[config.mk]
export PLATFORM = sky130hd
export DESIGN_NAME = pc_fetch
export DESIGN_NICKNAME = d
export VERILOG_FILES = /design/src/rtl/fetch_pkg.sv /design/src/rtl/cycle_counter.sv /design/src/rtl/pc_fetch.sv
export SDC_FILE = /design/constraint.sdc
export NUM_CORES = 1
export LEC_CHECK = 0
export ABC_AREA = 1
export BUFFER_PORTS_ARGS = -buffer_cell sky130_fd_sc_hd__buf_4
export CORE_MARGIN = 3
export CORE_UTILIZATION = 53
export CTS_BUF_LIST = sky130_fd_sc_hd__clkbuf_4
export CTS_CLUSTER_SIZE = 16
export DETAILED_ROUTE_END_ITERATION = 7
export PLACE_DENSITY = 0.93
export SYNTH_ARGS = -nofsm -noshare
export SYNTH_HDL_FRONTEND = slang
export SYNTH_SLANG_ARGS = --single-unit
[constraint.sdc]
create_clock -name Clk -period 2.5 [get_ports Clk]
set_input_delay 0.125 -clock Clk [delete_from_list [all_inputs] [get_ports Clk]]
set_output_delay 0.125 -clock Clk [all_outputs]
set_load 0.01 [all_outputs]
[src/rtl/fetch_pkg.sv]
// Shared types and default widths for the program-counter / fetch stage.
package fetch_pkg;

    localparam int unsigned PC_W  = 10;
    localparam int unsigned CYC_W = 16;

    typedef enum logic [1:0] {
        IDLE   = 2'd0,
        RUN    = 2'd1,
        HALTED = 2'd2
    } fetch_state_t;

endpackage

[src/rtl/cycle_counter.sv]
// Saturating up-counter with synchronous clear (priority) and count enable.
module cycle_counter #(
    parameter int unsigned W = 16
) (
    input  logic         clk,
    input  logic         rst,
    input  logic         clr,
    input  logic         en,
    output logic [W-1:0] count
);

    always_ff @(posedge clk) begin
        if (rst || clr) begin
            count <= '0;
        end else if (en && (count != '1)) begin
            count <= count + W'(1);
        end
    end

endmodule

[src/rtl/pc_fetch.sv]
// PC register and start/run/halt sequencing upstream of the instruction ROM.
// Define PC_CYCLE_COUNT_EN to build the saturating RUN-cycle counter on CycleCnt.
module pc_fetch
    import fetch_pkg::*;
#(
    parameter int unsigned A  = PC_W,
    parameter int unsigned CW = CYC_W
) (
    input  logic          Clk,
    input  logic          Reset,
    input  logic          Start,
    input  logic [A-1:0]  StartAddr,
    input  logic          Stall,
    input  logic          BranchAbs,
    input  logic          BranchRel,
    input  logic [A-1:0]  Target,
    input  logic          HaltReq,
    output logic [A-1:0]  PC,
    output logic          Running,
    output logic          Done,
    output logic [CW-1:0] CycleCnt
);

    fetch_state_t state;
    logic [A-1:0] pc_q;

    // FSM and next-PC selection; a relative branch adds Target modulo 2^A,
    // which covers negative offsets without sign extension.
    always_ff @(posedge Clk) begin
        if (Reset) begin
            state <= IDLE;
            pc_q  <= '0;
        end else begin
            case (state)
                IDLE, HALTED: begin
                    if (Start) begin
                        state <= RUN;
                        pc_q  <= StartAddr;
                    end
                end
                RUN: begin
                    if (HaltReq) begin
                        state <= HALTED;
                    end else if (!Stall) begin
                        if (BranchAbs) begin
                            pc_q <= Target;
                        end else if (BranchRel) begin
                            pc_q <= pc_q + Target;
                        end else begin
                            pc_q <= pc_q + A'(1);
                        end
                    end
                end
                default: begin
                    state <= IDLE;
                    pc_q  <= '0;
                end
            endcase
        end
    end

    assign PC      = pc_q;
    assign Running = (state == RUN);
    assign Done    = (state == HALTED);

`ifdef PC_CYCLE_COUNT_EN
    logic start_accept_c;
    assign start_accept_c = Start && (state != RUN);

    cycle_counter #(
        .W (CW)
    ) u_cycle_counter (
        .clk   (Clk),
        .rst   (Reset),
        .clr   (start_accept_c),
        .en    (state == RUN),
        .count (CycleCnt)
    );
`else
    assign CycleCnt = '0;
`endif

endmodule

==> summary.md, run 1 <==
| Metric | Value |
|---|---|
| Status | completed |
| GR Overflow Total | 0 |
| Reported net switching power | 0.2547 mW |
| Drt total wl | 3.132 mm |
| Internal Power | 0.3899 mW |
| Setup TNS Final | 0 ns |
| Worst hold path type | primary input to flip-flop |
| Multiplexer share of the synthesized area | 0 |
| Total of fill cells in the finished design | 201 |
| Synth Cell Area | 1313 µm² |
| CP cell instances | ha_1 > inv_1 > fa_1 > o21ai_2 > nand2_1 > nand2_1 > nand2_1 > nand3_2 > nand2_1 > a21oi_1 |
| First-pass GRT wire length | 5.037 mm |
| Synth Area in Simple Gates | 0.2936 |
| Later-pin clock latency in the skew report | 0.28 ns |
| CP arrival | 1.99 ns |
| CTS Buf Count | 3 |
| Die width | 55.77 µm |
| Synth Area in Compound Gates | 0.1992 |
| YS warnings | 0 |
| Clock share of power | 0.190 |
| Initial Util | 0.5767 |
| Layout cells sized above 1 | 0.2163 |
| Endpoints failing hold | 0 |
| Die H | 55.77 µm |
| TritonRoute pass-1 iters | 4 |
| CP max-delay cell | fa_1 |
| Antenna-violating nets left | 0 |
| Maximum clock insertion buffer count | 2 |
| P per Cell Area | 412.5 nW/µm² |
| Net Sw Frac | 0.3951 |
| # rows | 17 |
| Leakage | 0.8692 nW |
| CTS tree | yes |
| Post-cts hold buffer count | 0 |
| Final setup viols | 0 |
| Detailed placer's ending HPWL | 2.616 mm |
| Largest fanout on the critical path | 3 |
| Initial antenna violation count | 0 |
| Via count | 1382 |
| Die area | 3110 µm² |
| Routed vias/inst | 5.062 |
| Post-Synth Adder-Cell Area | 0.1010 |
| Multi-input logic area | 874.6 µm² |
| I/O Buffers | 38 |
| Worst vdd ir | 0.0004042 V |
| GRT Resource Usage Total | 0.1967 |
| First DRT Iteration DRCs | 47 |
| Clock-pin slew on the worst setup and hold paths | 0.09 ns |
| Final #Nets | 284 |
| CP Launch Type | flip-flop |
| Reg power frac | 0.356 |
| Period utilisation layout | 0.7092 |
| Post-Syn Instances | 209 |
| XOR/XNOR Fraction of Synth Area | 0.02669 |
| H-tree depth | 1 |
| CP max stage delay | 0.41 ns |
| RSZ-0062 raised after global routing | no |
| CTS sink cnt | 12 |
| Comb pwr share | 0.454 |
| Synth Area per Inst | 6.280 µm² |
| Max Slew Vio Count | 0 |
| GP Congestion | 0.8804 |
| Count of cell types in the netlist | 28 |
| Number of I/O pins | 55 |
| Largest net degree at the start of global routing | 14 |
| Fin crit period | 1.773 ns |
| Worst Hold Slack | 0.02134 ns |
| Core ar. | 2276 µm² |
| Root Driver | clkbuf_4 |
| Final setup skew | 0.01472 ns |
| Critical path endpoint category | flip-flop |
| #FFs+latches synth | 12 |
| Crit path kind | flip-flop to flip-flop |
| Area grow syn2layout | 19.07% |
| Worst EP required | 2.72 ns |
| Max-cap violations | 0 |
| Antenna Cells | 0 |
| Largest family of logic cells by synthesized area | simple AND/OR/NAND/NOR gates |
| DR WL/cell | 11.47 µm |
| Max Freq | 564.0 MHz |
| Post-CTS sizing | 0 |
| Top cell by count, worst path | nand2_1 |
| Sequential area share after synthesis | 0.1830 |
| Residual DRC | 0 |
| Total setup buffers inserted after CTS | 0 |
| Register area | 240.2 µm² |
| Vias in the first global route | 1194 |
==> placed cells by master (no fill, tap or decap), drive strengths merged, types with 2 or more instances in the layout <==
cell type / instances
clkbuf: 3
dfxtp: 12
nand3: 13
nor2: 25
or2: 2
a21oi: 28
ha: 9
xor2: 3
o21ai: 16
buf: 38
conb: 16
inv: 28
nand2: 46
==> registers in the layout (all words and copies together), names as in the netlist <==
signal / flops
state: 2
PC: 10
==> area by class of cell <==
type	count	share of cell area
inverter	28	0.06725
sequential	12	0.1537
clock buffer	3	0.01441
tap	28	0.02242
multi-input combinational	164	0.5596
timing repair buffer	38	0.1825
==> cell usage after synthesis <==
library cell   n  area (µm²)
a21o_1         1       7.510
a21oi_1       26       130.1
a21oi_2        1       8.760
a21oi_4        1       16.27
a22oi_1        1       7.510
buf_2          2       10.01
buf_4         17       127.6
buf_6          1       11.26
conb_1         1       3.750
dfxtp_1       12       240.2
fa_1           1       20.02
ha_1           9       112.6
inv_1         26       97.59
inv_2          2       7.510
nand2_1       44       165.2
nand2_2        2       12.51
nand3_1       10       50.05
nand3_2        3       30.03
nand4_1        1       6.260
nor2_1        23       86.33
nor2_4         2       22.52
o21a_1         1       7.510
o21ai_0       14       70.07
o21ai_1        1       5.000
o21ai_2        1       8.760
or2_1          2       12.51
xnor2_1        1       8.760
xor2_1         3       26.28
==> per-stage QoR <==
step / worst slack, ns / cells / instance area [µm²] / power (mW) / utilization
after floorplan: 0.8147 / 224 / 1369 / 0.4411 / -
after global placement: 0.7958 / 270 / 1540 / 0.5149 / 0.6767
after detailed placement: 0.7488 / 270 / 1540 / 0.5218 / 0.6767
after CTS: 0.7304 / 273 / 1563 / 0.6368 / 0.6866
after global routing: 0.5803 / 273 / 1563 / 0.6811 / 0.6866
final: 0.7269 / 273 / 1563 / 0.6447 / 0.6866
==> power by group through the flow <==
stage          combinational, mW  clock, mW  sequential [mW]
2_1_floorplan              0.204          0            0.237
3_3_place_gp               0.282          0            0.233
3_5_place_dp               0.289          0            0.233
4_1_cts                    0.291      0.117            0.229
5_1_grt                    0.325      0.124            0.232
6_report                   0.293      0.122            0.230
==> worst max-delay path, delay by kind of cell (launching register included) <==
family	cells	cell delay, ns
flip-flops	1	0.36
AND/OR/NAND/NOR	5	0.33
AO/OA/AOI/OAI	2	0.32
buffers and inverters	1	0.07
adder cells (fa/ha/maj)	2	0.64
==> kinds of logic (layout without fill, tap and decap cells) <==
group / after synthesis / after routing
AOI/OAI and AO/OA: 47 / 47
xor gates and xnor gates: 4 / 4
adders and majority gates: 10 / 10
buffers and inverters: 48 / 69
DFF: 12 / 12
other: 1 / 16
and+or+nand+nor: 87 / 87
==> path summary, 6_finish.rpt <==
path / from / endpoint / slack (ns) / cells after the start
min: Reset / state[1] / 0.02 / 2
max: PC[0] / PC[8] / 0.73 / 10
max reg2reg: PC[0] / PC[8] / 0.73 / 10
min reg2reg: state[1] / state[1] / 0.51 / 2
==> layer usage <==
layer,share of wire,wire [µm],track usage,up-vias
met3,0.066,206,0.01392,2
met4,0.0045,14,0.05208,0
met2,0.48,1490,0.3378,56
met1,0.45,1420,0.2640,611
met5,0,0,0,-
li1,-,-,-,713
Power figures use the tool's default switching activity.
==> inputs of run 2 (changes only) <==
Settings changed: CORE_UTILIZATION 53 to 45, PLACE_DENSITY 0.93 to 0.85.
Clock period 2.5 ns to 1.4 ns, I/O delays scaled along.
==> summary.md, run 2 (synthesis gave the netlist of run 1 again) <==
| Metric | Value |
|---|---|
| Status | complete, but fails checks |
| Failing checks | negative setup slack |
| Antenna-violating nets left | 0 (unchanged) |
| Largest fanout on the critical path | 3 (unchanged) |
| Fin crit period | 1.647 ns (-0.1257 ns) |
| Commonest non-fill, non-tap cells in the layout | buf_4, nand2_1, inv_1 |
| Max Slew Vio Count | 0 (unchanged) |
| GR peak layer | met2 |
| Core ar. | 2613 µm² (+15%) |
| Die width | 60.01 µm (+7.6%) |
| Worst vdd ir | 0.0007919 V (+96%) |
| Final setup skew | 0.008006 ns (-0.006717 ns) |
| RSZ-0062 raised after global routing | yes |
| Largest net degree at the start of global routing | 14 (unchanged) |
| TritonRoute pass-1 iters | 4 (unchanged) |
| CTS tree | yes |
| H-tree depth | 1 (unchanged) |
| Critical path endpoint category | flip-flop |
| GR Overflow Total | 0 (unchanged) |
| Reg power frac | 0.297 (-0.059) |
| Final core occ | 0.7337 (+0.04708) |
| Vias in the first global route | 1337 (+12%) |
| Fin area | 1917 µm² (+23%) |
| Max FFs per register | 10 (unchanged) |
| P per Cell Area | 731.8 nW/µm² (+77%) |
| CP arrival | 1.87 ns (-0.12 ns) |
| Met2 usage | 0.3364 (-0.001418) |
| Root Driver | clkbuf_4 |
| Final #Nets | 310 (+9.2%) |
| Die area | 3601 µm² (+16%) |
| Worst EP required | 1.62 ns (-1.10 ns) |
| Detailed placer's ending HPWL | 2.810 mm (+7.4%) |
| Internal Power | 0.8455 mW (+120%) |
| Clock share of power | 0.173 (-0.017) |
| Final setup viols | 9 (+9) |
| Layout cells sized above 1 | 0.3860 (+0.1697) |
| Most common cell after layout, fill and taps aside | buf_4 |
| Maximum clock insertion buffer count | 2 (unchanged) |
| Post-DP Area | 1747 µm² (+13%) |
| Net Sw Frac | 0.3973 (+0.002123) |
| Number of I/O pins | 55 (unchanged) |
| Later-pin clock latency in the skew report | 0.29 ns (about the same) |
| First DRT Iteration DRCs | 57 (+21%) |
| Final WS setup | -0.2474 ns (-0.9743 ns) |
| Initial antenna violation count | 0 (unchanged) |
| Period utilisation layout | 1.177 (+0.4675) |
| Non-Filler Instances | 302 (+11%) |
| # rows | 18 (+1) |
| Initial Util | 0.5024 (-0.07430) |
| CP Launch Type | flip-flop |
| Placed Cells | 293 (+8.5%) |
| GRT Resource Usage Total | 0.2081 (+0.01133) |
| Reported net switching power | 0.5572 mW (+120%) |
| Comb pwr share | 0.530 (+0.076) |
| First-pass GRT wire length | 5.740 mm (+14%) |
| Crit path kind | flip-flop to flip-flop |
| CTS sink cnt | 12 (unchanged) |
| Clock-pin slew on the worst setup and hold paths | 0.09 ns (about the same) |
| DR WL/cell | 13.48 µm (+17%) |
| Leakage | 1.003 nW (+15%) |
| Met1 usage | 0.2835 (+0.01944) |
| Drt total wl | 4.071 mm (+30%) |
| Via count | 1560 (+13%) |
| Residual DRC | 0 (unchanged) |
| Routed vias/inst | 5.166 (+2.0%) |
| Worst hold path type | primary input to flip-flop |
| Max-cap violations | 0 (unchanged) |
| GP Congestion | 0.8843 (+0.44%) |
| Die H | 60.01 µm (+7.6%) |
| Antenna Cells | 0 (unchanged) |
| Area grow syn2layout | 46.04% |
| Met3 usage | 0.01512 (+0.001198) |
| I/O Buffers | 38 (unchanged) |
| CTS Buf Count | 3 (unchanged) |
| Max Freq | 607.0 MHz (+7.6%) |
| Endpoints failing hold | 0 (unchanged) |
| Pre-CTS setup slack | -0.1603 ns (-0.9091 ns) |
## run 2: worst paths after layout
| check | startpoint | end | slack, ns | depth (start not counted) |
|---|---|---|---|---|
| worst max register to register | PC[0] | PC[6] | -0.25 | 10 |
| worst max-delay path | PC[0] | PC[6] | -0.25 | 10 |
| worst min register to register | state[1] | state[1] | 0.52 | 2 |
| worst min-delay path | Start | state[0] | 0.04 | 3 |
## run 2: power by group through the flow
stage,sequential [mW],combinational (mW),clock [mW]
3_3_place_gp,0.413,0.633,0
4_1_cts,0.409,0.671,0.238
5_1_grt,0.420,0.804,0.242
2_1_floorplan,0.429,0.384,0
3_5_place_dp,0.414,0.646,0
6_report,0.417,0.744,0.242
## run 2: per-stage QoR
step | total power, mW | setup TNS, ns | hold slack (ns)
after global placement | 1.047 | -0.4986 | 0.2435
after global routing | 1.466 | -2.039 | 0.05325
after floorplan | 0.8128 | -0.2208 | 0.1391
after detailed placement | 1.060 | -0.7362 | 0.2440
final | 1.403 | -1.450 | 0.03835
after CTS | 1.318 | -0.8900 | 0.04008
## run 2: what timing repair did
| action | in CTS | in global routing |
|---|---|---|
| resized for setup | 5 | 20 |
| cloned | 0 | 0 |
| buffers inserted | 1 | 3 |
| hold buffers | 1 | 0 |
| endpoints found under the hold margin | 2 | 0 |
| setup endpoints to repair | 8 | 9 |
| pin swaps | 2 | 10 |
## run 2: worst max-delay path: stages, from the launching register on
cell	delay (ns)
dfxtp_4	0.37
ha_4	0.14
inv_2	0.04
fa_2	0.35
o21ai_4	0.19
nand2_1	0.09
nand2_1	0.07
nand2_1	0.05
nand3_1	0.06
nand2_1	0.08
a21oi_2	0.13
## run 2: cell type report
class	instances	area (µm²)
clock inverters	1	3.754
multi-input cells	164	1012
fillers	188	695.7
repair buffers	64	486.7
flip-flops and latches	12	249.0
inverters	28	105.1
clock buffers	3	22.52
well taps	30	37.54
## run 2: metal layers
metal  wire length [µm]  vias to the layer above
met5                  0                        -
met4                 65                        0
met3                335                        8
met2               2030                       75
met1               1641                      705
li1                   -                      772
